[config.mk]
export PLATFORM = sky130hd
export DESIGN_NAME = biriscv_issue_queue
export DESIGN_NICKNAME = d
export VERILOG_FILES = /design/src/rtl/biriscv_issue_queue_pkg.sv /design/src/rtl/biriscv_issue_queue_ram.sv /design/src/rtl/biriscv_issue_queue.sv
export SDC_FILE = /design/constraint.sdc
export NUM_CORES = 1
export LEC_CHECK = 0
export BUFFER_PORTS_ARGS = -buffer_cell sky130_fd_sc_hd__buf_2
export CAP_MARGIN = 20
export CORE_MARGIN = 5
export CORE_UTILIZATION = 30
export CTS_BUF_LIST = sky130_fd_sc_hd__clkbuf_8
export DETAILED_ROUTE_END_ITERATION = 8
export PLACE_DENSITY_LB_ADDON = 0.12
export SYNTH_ARGS = -nofsm -noshare
export SYNTH_HDL_FRONTEND = slang
export SYNTH_SLANG_ARGS = --single-unit
[constraint.sdc]
create_clock -name clk_i -period 11.1 [get_ports clk_i]
set_clock_uncertainty 0.2 [all_clocks]
set_input_delay 1.11 -clock clk_i [delete_from_list [all_inputs] [get_ports clk_i]]
set_output_delay 1.11 -clock clk_i [all_outputs]
set_load 0.05 [all_outputs]
[src/rtl/biriscv_issue_queue_pkg.sv]
// -----------------------------------------------------------------------------
// biriscv_issue_queue_pkg
// Shared definitions for the dual-ported issue queue: the layout of the 12-bit
// decoded-instruction info field, the stored entry layout {instr, pc, info}
// and a helper that packs the three fields into one entry word.
// -----------------------------------------------------------------------------
package biriscv_issue_queue_pkg;

    localparam int INFO_W = 12;

    // Bit positions inside the packed info field
    localparam int INFO_FAULT_FETCH = 11;
    localparam int INFO_FAULT_PAGE  = 10;
    localparam int INFO_EXEC        = 9;
    localparam int INFO_LSU         = 8;
    localparam int INFO_BRANCH      = 7;
    localparam int INFO_MUL         = 6;
    localparam int INFO_DIV         = 5;
    localparam int INFO_CSR         = 4;
    localparam int INFO_RD_VALID    = 3;
    localparam int INFO_INVALID     = 2;
    localparam int INFO_V_LSU       = 1;
    localparam int INFO_V_ALU       = 0;

    localparam int ENTRY_W = 32 + 32 + INFO_W;

    typedef struct packed {
        logic [31:0]       instr;
        logic [31:0]       pc;
        logic [INFO_W-1:0] info;
    } entry_t;

    // Build a stored entry from its fields
    function automatic entry_t entry_pack(input logic [31:0]       instr,
                                          input logic [31:0]       pc,
                                          input logic [INFO_W-1:0] info);
        entry_t e;
        e.instr = instr;
        e.pc    = pc;
        e.info  = info;
        return e;
    endfunction

endpackage

[src/rtl/biriscv_issue_queue_ram.sv]
// -----------------------------------------------------------------------------
// biriscv_issue_queue_ram
// DEPTH x ENTRY_W register array, 2 write ports, 2 asynchronous read ports.
// Contents are never reset. If both write ports target the same address in
// one cycle, write port 1 wins (the queue never does this).
//
// Ports:
//   clk_i                 clock
//   we0_i/waddr0_i/wdata0_i   write port 0
//   we1_i/waddr1_i/wdata1_i   write port 1 (priority over port 0)
//   raddr0_i/rdata0_o     asynchronous read port 0
//   raddr1_i/rdata1_o     asynchronous read port 1
// -----------------------------------------------------------------------------
module biriscv_issue_queue_ram
    import biriscv_issue_queue_pkg::*;
#(
    parameter int DEPTH   = 8,
    parameter int DEPTH_W = 3
)(
    input  logic               clk_i,
    input  logic               we0_i,
    input  logic [DEPTH_W-1:0] waddr0_i,
    input  logic [ENTRY_W-1:0] wdata0_i,
    input  logic               we1_i,
    input  logic [DEPTH_W-1:0] waddr1_i,
    input  logic [ENTRY_W-1:0] wdata1_i,
    input  logic [DEPTH_W-1:0] raddr0_i,
    output logic [ENTRY_W-1:0] rdata0_o,
    input  logic [DEPTH_W-1:0] raddr1_i,
    output logic [ENTRY_W-1:0] rdata1_o
);

    logic [ENTRY_W-1:0] mem_q [DEPTH];

    // Storage write; port 1 is assigned last so it wins on an address clash
    always_ff @(posedge clk_i) begin
        if (we0_i) begin
            mem_q[waddr0_i] <= wdata0_i;
        end
        if (we1_i) begin
            mem_q[waddr1_i] <= wdata1_i;
        end
    end

    assign rdata0_o = mem_q[raddr0_i];
    assign rdata1_o = mem_q[raddr1_i];

endmodule

[src/rtl/biriscv_issue_queue.sv]
// -----------------------------------------------------------------------------
// biriscv_issue_queue
// In-order dual-ported instruction queue between decode and issue. Accepts
// 0-2 instructions per cycle (slot 0 older) and presents the two oldest
// entries to issue. Flush drops all held entries.
//
// Optional feature: define BIRISCV_ISSUE_QUEUE_BYPASS_EN to forward the inputs
// combinationally to the outputs while the queue is empty (zero latency).
//
// Ports:
//   clk_i, rst_i (sync, active-high), flush_i
//   in0_*/in1_*    : valid, instr, pc, info in; accept out (state-only)
//   out0_*/out1_*  : valid, instr, pc, info out; accept in
//                    (out1 accept is honoured only together with out0 accept)
//   level_o        : number of occupied entries
// -----------------------------------------------------------------------------
module biriscv_issue_queue
    import biriscv_issue_queue_pkg::*;
#(
    parameter int DEPTH   = 8,
    parameter int DEPTH_W = 3
)(
    input  logic              clk_i,
    input  logic              rst_i,
    input  logic              flush_i,
    input  logic              in0_valid_i,
    input  logic [31:0]       in0_instr_i,
    input  logic [31:0]       in0_pc_i,
    input  logic [INFO_W-1:0] in0_info_i,
    output logic              in0_accept_o,
    input  logic              in1_valid_i,
    input  logic [31:0]       in1_instr_i,
    input  logic [31:0]       in1_pc_i,
    input  logic [INFO_W-1:0] in1_info_i,
    output logic              in1_accept_o,
    output logic              out0_valid_o,
    output logic [31:0]       out0_instr_o,
    output logic [31:0]       out0_pc_o,
    output logic [INFO_W-1:0] out0_info_o,
    input  logic              out0_accept_i,
    output logic              out1_valid_o,
    output logic [31:0]       out1_instr_o,
    output logic [31:0]       out1_pc_o,
    output logic [INFO_W-1:0] out1_info_o,
    input  logic              out1_accept_i,
    output logic [DEPTH_W:0]  level_o
);

    localparam logic [DEPTH_W:0] DEPTH_C    = (DEPTH_W+1)'(DEPTH);
    localparam logic [DEPTH_W:0] DEPTH_M1_C = (DEPTH_W+1)'(DEPTH - 1);

    logic [DEPTH_W-1:0] rd_ptr_q, rd_ptr_d;
    logic [DEPTH_W-1:0] wr_ptr_q, wr_ptr_d;
    logic [DEPTH_W:0]   count_q,  count_d;

    entry_t in0_entry_s, in1_entry_s;
    entry_t rd0_entry_s, rd1_entry_s;
    entry_t out0_entry_s, out1_entry_s;

    logic               byp_s;
    logic               push0_s, push1_s, pop0_s, pop1_s;
    logic               wr0_s, wr1_s;
    logic [1:0]         n_wr_s, n_rd_s;
    logic [DEPTH_W-1:0] waddr1_s;
    logic [DEPTH_W-1:0] raddr1_s;

    assign in0_entry_s = entry_pack(in0_instr_i, in0_pc_i, in0_info_i);
    assign in1_entry_s = entry_pack(in1_instr_i, in1_pc_i, in1_info_i);

    // Accepts look at registered occupancy only
    assign in0_accept_o = ~rst_i & (count_q < DEPTH_C);
    assign in1_accept_o = ~rst_i & (count_q < DEPTH_M1_C);

`ifdef BIRISCV_ISSUE_QUEUE_BYPASS_EN
    assign byp_s = (count_q == {(DEPTH_W+1){1'b0}});
`else
    assign byp_s = 1'b0;
`endif

    assign raddr1_s = rd_ptr_q + {{(DEPTH_W-1){1'b0}}, 1'b1};

    // Output selection, pop/push decode and next-state computation
    always_comb begin
        push0_s = in0_valid_i & in0_accept_o;
        push1_s = in1_valid_i & in1_accept_o;

        if (byp_s) begin
            out0_valid_o = push0_s;
            out1_valid_o = push1_s;
            out0_entry_s = in0_entry_s;
            out1_entry_s = in1_entry_s;
        end else begin
            out0_valid_o = (count_q != {(DEPTH_W+1){1'b0}});
            out1_valid_o = (count_q > {{DEPTH_W{1'b0}}, 1'b1});
            out0_entry_s = rd0_entry_s;
            out1_entry_s = rd1_entry_s;
        end

        pop0_s = out0_valid_o & out0_accept_i;
        pop1_s = out1_valid_o & out1_accept_i & pop0_s;

        // Instructions consumed straight through the bypass are never stored
        wr0_s = push0_s & ~(byp_s & pop0_s) & ~flush_i;
        wr1_s = push1_s & ~(byp_s & pop1_s) & ~flush_i;

        n_wr_s = {1'b0, wr0_s} + {1'b0, wr1_s};
        if (byp_s) begin
            n_rd_s = 2'd0;
        end else begin
            n_rd_s = {1'b0, pop0_s} + {1'b0, pop1_s};
        end

        // Slot 1 lands right after slot 0 only if slot 0 was written
        waddr1_s = wr_ptr_q + {{(DEPTH_W-1){1'b0}}, wr0_s};

        if (rst_i || flush_i) begin
            rd_ptr_d = {DEPTH_W{1'b0}};
            wr_ptr_d = {DEPTH_W{1'b0}};
            count_d  = {(DEPTH_W+1){1'b0}};
        end else begin
            rd_ptr_d = rd_ptr_q + DEPTH_W'(n_rd_s);
            wr_ptr_d = wr_ptr_q + DEPTH_W'(n_wr_s);
            count_d  = count_q + (DEPTH_W+1)'(n_wr_s) - (DEPTH_W+1)'(n_rd_s);
        end
    end

    assign out0_instr_o = out0_entry_s.instr;
    assign out0_pc_o    = out0_entry_s.pc;
    assign out0_info_o  = out0_entry_s.info;
    assign out1_instr_o = out1_entry_s.instr;
    assign out1_pc_o    = out1_entry_s.pc;
    assign out1_info_o  = out1_entry_s.info;
    assign level_o      = count_q;

    // Pointer and occupancy state (reset/flush folded into *_d)
    always_ff @(posedge clk_i) begin
        if (rst_i) begin
            rd_ptr_q <= {DEPTH_W{1'b0}};
            wr_ptr_q <= {DEPTH_W{1'b0}};
            count_q  <= {(DEPTH_W+1){1'b0}};
        end else begin
            rd_ptr_q <= rd_ptr_d;
            wr_ptr_q <= wr_ptr_d;
            count_q  <= count_d;
        end
    end

    biriscv_issue_queue_ram #(
        .DEPTH   (DEPTH),
        .DEPTH_W (DEPTH_W)
    ) u_ram (
        .clk_i    (clk_i),
        .we0_i    (wr0_s),
        .waddr0_i (wr_ptr_q),
        .wdata0_i (in0_entry_s),
        .we1_i    (wr1_s),
        .waddr1_i (waddr1_s),
        .wdata1_i (in1_entry_s),
        .raddr0_i (rd_ptr_q),
        .rdata0_o (rd0_entry_s),
        .raddr1_i (raddr1_s),
        .rdata1_o (rd1_entry_s)
    );

endmodule

==> metrics <==
fin area=40800 um^2; min Tclk post-route=6.18 ns; worst hold margin=0.484 ns; CTS tree=done; Simple-Gate Fraction of Synth Area=0.781%; RD Place Congestion=0.754; DR WL/cell=29.8 um; Post-Route WL=116000 um; Rows=125; Max-slew headroom=29.7%; Syn Std Cell Area=35200 um^2; R2R Path End=u_ram.mem_q[2][59]$_DFFE_PP_; initial antenna violation count=43; largest net degree at the start of global routing=113; Post-Synth XOR/XNOR Area=0.149%; Reg-to-Reg Start=level_o[3]$_SDFF_PP0_; DIE HEIGHT=353 um; yosys warns=0; VDD IR-drop max=0.000249 V; worst-path fanout max=49; Hold Crit Class=register to register; Post CTS Setup Buffer Count=0; Placeable Area=116000 um^2; CTS clk-pin slew, worst paths=0.07 ns; Mapped Avg Cell Area=18.4 um^2; Reg2Reg Setup Slack=6.35 ns; vias in the first global route=22500; TNS Setup=0 ns; Slew Viols, Final=0; post-cts sizing count=0; Vias=20700; number of flops mapped to enable cells by yosys=608; chip width=353 um; ratio of cells with drive above 1 in the final layout=64.3%; reg2reg path depth=8; post-route insts no fill=3890; final antenna-violating net count=0; status=finished clean; largest family of logic cells by synthesized area=multiplexers; final setup vio count=0; Fmax=162 MHz; initial DRC count=1380; Leak=13.2 nW; hold buffer count at CTS=0; Cell Count Post-Placement=3658; total gr overflow=0; sequential fraction of the synthesis area=52.4%; Layout Nets=2427; Synth Area in Compound Gates=0.220%; RSZ-0062 raised after global routing=false; worst slew pin tran=1.05 ns; Tcrit/Tclk final=55.7%; Root Driver=clkbuf_8; CP startpoint=rd_ptr_q[0]$_SDFF_PP0_; Num CTS Buffers=116; startpoint types=register; clk sinks=618; DR pass1 iterations=4; Worst-Skew Late Latency=0.76 ns; IO Port Bufs=318; worst setup path endpoint=out0_instr_o[31]; Synth async-reset ratio=0%; maximum clock path buffer count=3; placed cell area=38600 um^2; htree depth=3; Tot GR Track Use=18.2%; DR vias/cell=5.32; ys flop type=edfxtp_1; final hold vios=0; Worst EP arrival=4.87 ns; Syn Inst Count=1919; distinct cell type count after synthesis=38; PwrDens=161 nW/um^2; wire length of the first global-routing pass=166000 um; Starting Density=30.3%; Req. time, crit path=9.79 ns; Synth Area in Adders=0.653%; post-synthesis mux area share=43.7%; max cap viols=0; #FFs+latches synth=618; Final HPWL DP=67700 um; Setup crit end kind=output port; I/O Pins=319; CP Class=register to output port; DR DRC count=0; post-synth net total=2094; die area=124000 um^2; Layout area overhead=15.7%
==> synth_stat cells (4+ instances only) <==
cell,count,area share [%]
and2_1,4,0.071
buf_1,35,0.37
buf_2,61,0.87
buf_6,6,0.19
clkbuf_1,48,0.51
dfxtp_1,10,0.57
edfxtp_1,608,52
fa_1,4,0.23
ha_1,12,0.43
inv_1,9,0.096
mux2_1,83,2.7
mux2_2,677,22
mux4_2,304,19
nand2_1,5,0.053
nand2b_1,4,0.071
nand3_1,4,0.057
nand4_1,4,0.071
nor2_1,8,0.085
o21ai_0,4,0.057
xor2_1,4,0.099
==> worst min path at each step <==
stage / startpoint / end / slack, ns / cells past startpoint
finish: wr_ptr_q[0]$_SDFF_PP0_ / wr_ptr_q[0]$_SDFF_PP0_ / 0.48 / 2
global route: flush_i / level_o[3]$_SDFF_PP0_ / 0.48 / 3
CTS: flush_i / level_o[3]$_SDFF_PP0_ / 0.41 / 3
detailed placement: wr_ptr_q[0]$_SDFF_PP0_ / wr_ptr_q[0]$_SDFF_PP0_ / 0.44 / 2
global placement: wr_ptr_q[0]$_SDFF_PP0_ / wr_ptr_q[0]$_SDFF_PP0_ / 0.43 / 2
floorplan: rd_ptr_q[0]$_SDFF_PP0_ / rd_ptr_q[0]$_SDFF_PP0_ / 0.38 / 2
==> metrics by stage <==
stage	util, %	total power [mW]	setup WS, ns
after floorplan	-	4.10	2.69
after global placement	33.2	4.59	5.63
after detailed placement	33.2	4.60	5.51
after CTS	35.0	6.69	4.71
after global routing	35.0	6.88	4.52
final	35.0	6.57	4.92
==> layout by cell type, fill, tap and decap left out, drive strengths merged, types with 5 or more instances in the layout <==
master  Yosys  routed
mux2      760     760
edfxtp    608     608
buf       104     367
mux4      304     304
clkbuf     48     119
inv         9      54
clkinv      0      46
diode       0      18
ha         12      12
dfxtp      10      10
nor2        8       8
nand2       5       5
==> registers in the layout, indices dropped and copies added, names as in the netlist <==
register / cells
u_ram.mem_q: 608
level_o: 4
rd_ptr_q: 3
wr_ptr_q: 3
==> critical path: stages (launching register included) <==
cell	delay [ns]
dfxtp_4	0.68
buf_4	0.73
buf_4	0.75
buf_4	0.71
mux4_2	0.59
mux2_2	0.31
buf_2	0.23
==> per-layer routing <==
layer | track usage, % | part of all wire [%]
met5 | 0 | 0.083
met4 | 4.81 | 2.2
met3 | 4.14 | 6.0
met2 | 29.9 | 48
met1 | 24.5 | 44
==> logic make-up (layout without fill, tap and decap cells) <==
logic type / Yosys count / after routing
AO/OA/AOI/OAI: 12 / 12
XOR/XNOR: 6 / 6
adder cells (fa/ha/maj): 16 / 16
buffers and inverters: 161 / 590
flip-flops: 618 / 618
multiplexers: 1065 / 1065
other: 0 / 18
AND/OR/NAND/NOR: 41 / 41
==> final cells by class <==
| type | instances | area (um^2) |
|---|---|---|
| repair buffers | 367 | 2020 |
| flip-flops and latches | 618 | 18500 |
| diodes | 18 | 45.0 |
| well taps | 1524 | 1910 |
| clock buffers | 119 | 1640 |
| clock inverters | 95 | 447 |
| fillers | 11200 | 75600 |
| inverters | 9 | 33.8 |
| multi-input cells | 1140 | 16200 |
==> power by group <==
group / leakage (nW) / internal [mW] / total (mW) / switching, mW
Sequential: 5.57 / 2.62 / 2.65 / 0.0343
Clock: 1.23 / 1.03 / 2.04 / 1.01
Combinational: 6.43 / 0.722 / 1.87 / 1.15
Total: 13.2 / 4.38 / 6.57 / 2.19
No activity file was read; power rests on OpenSTA's default activity.
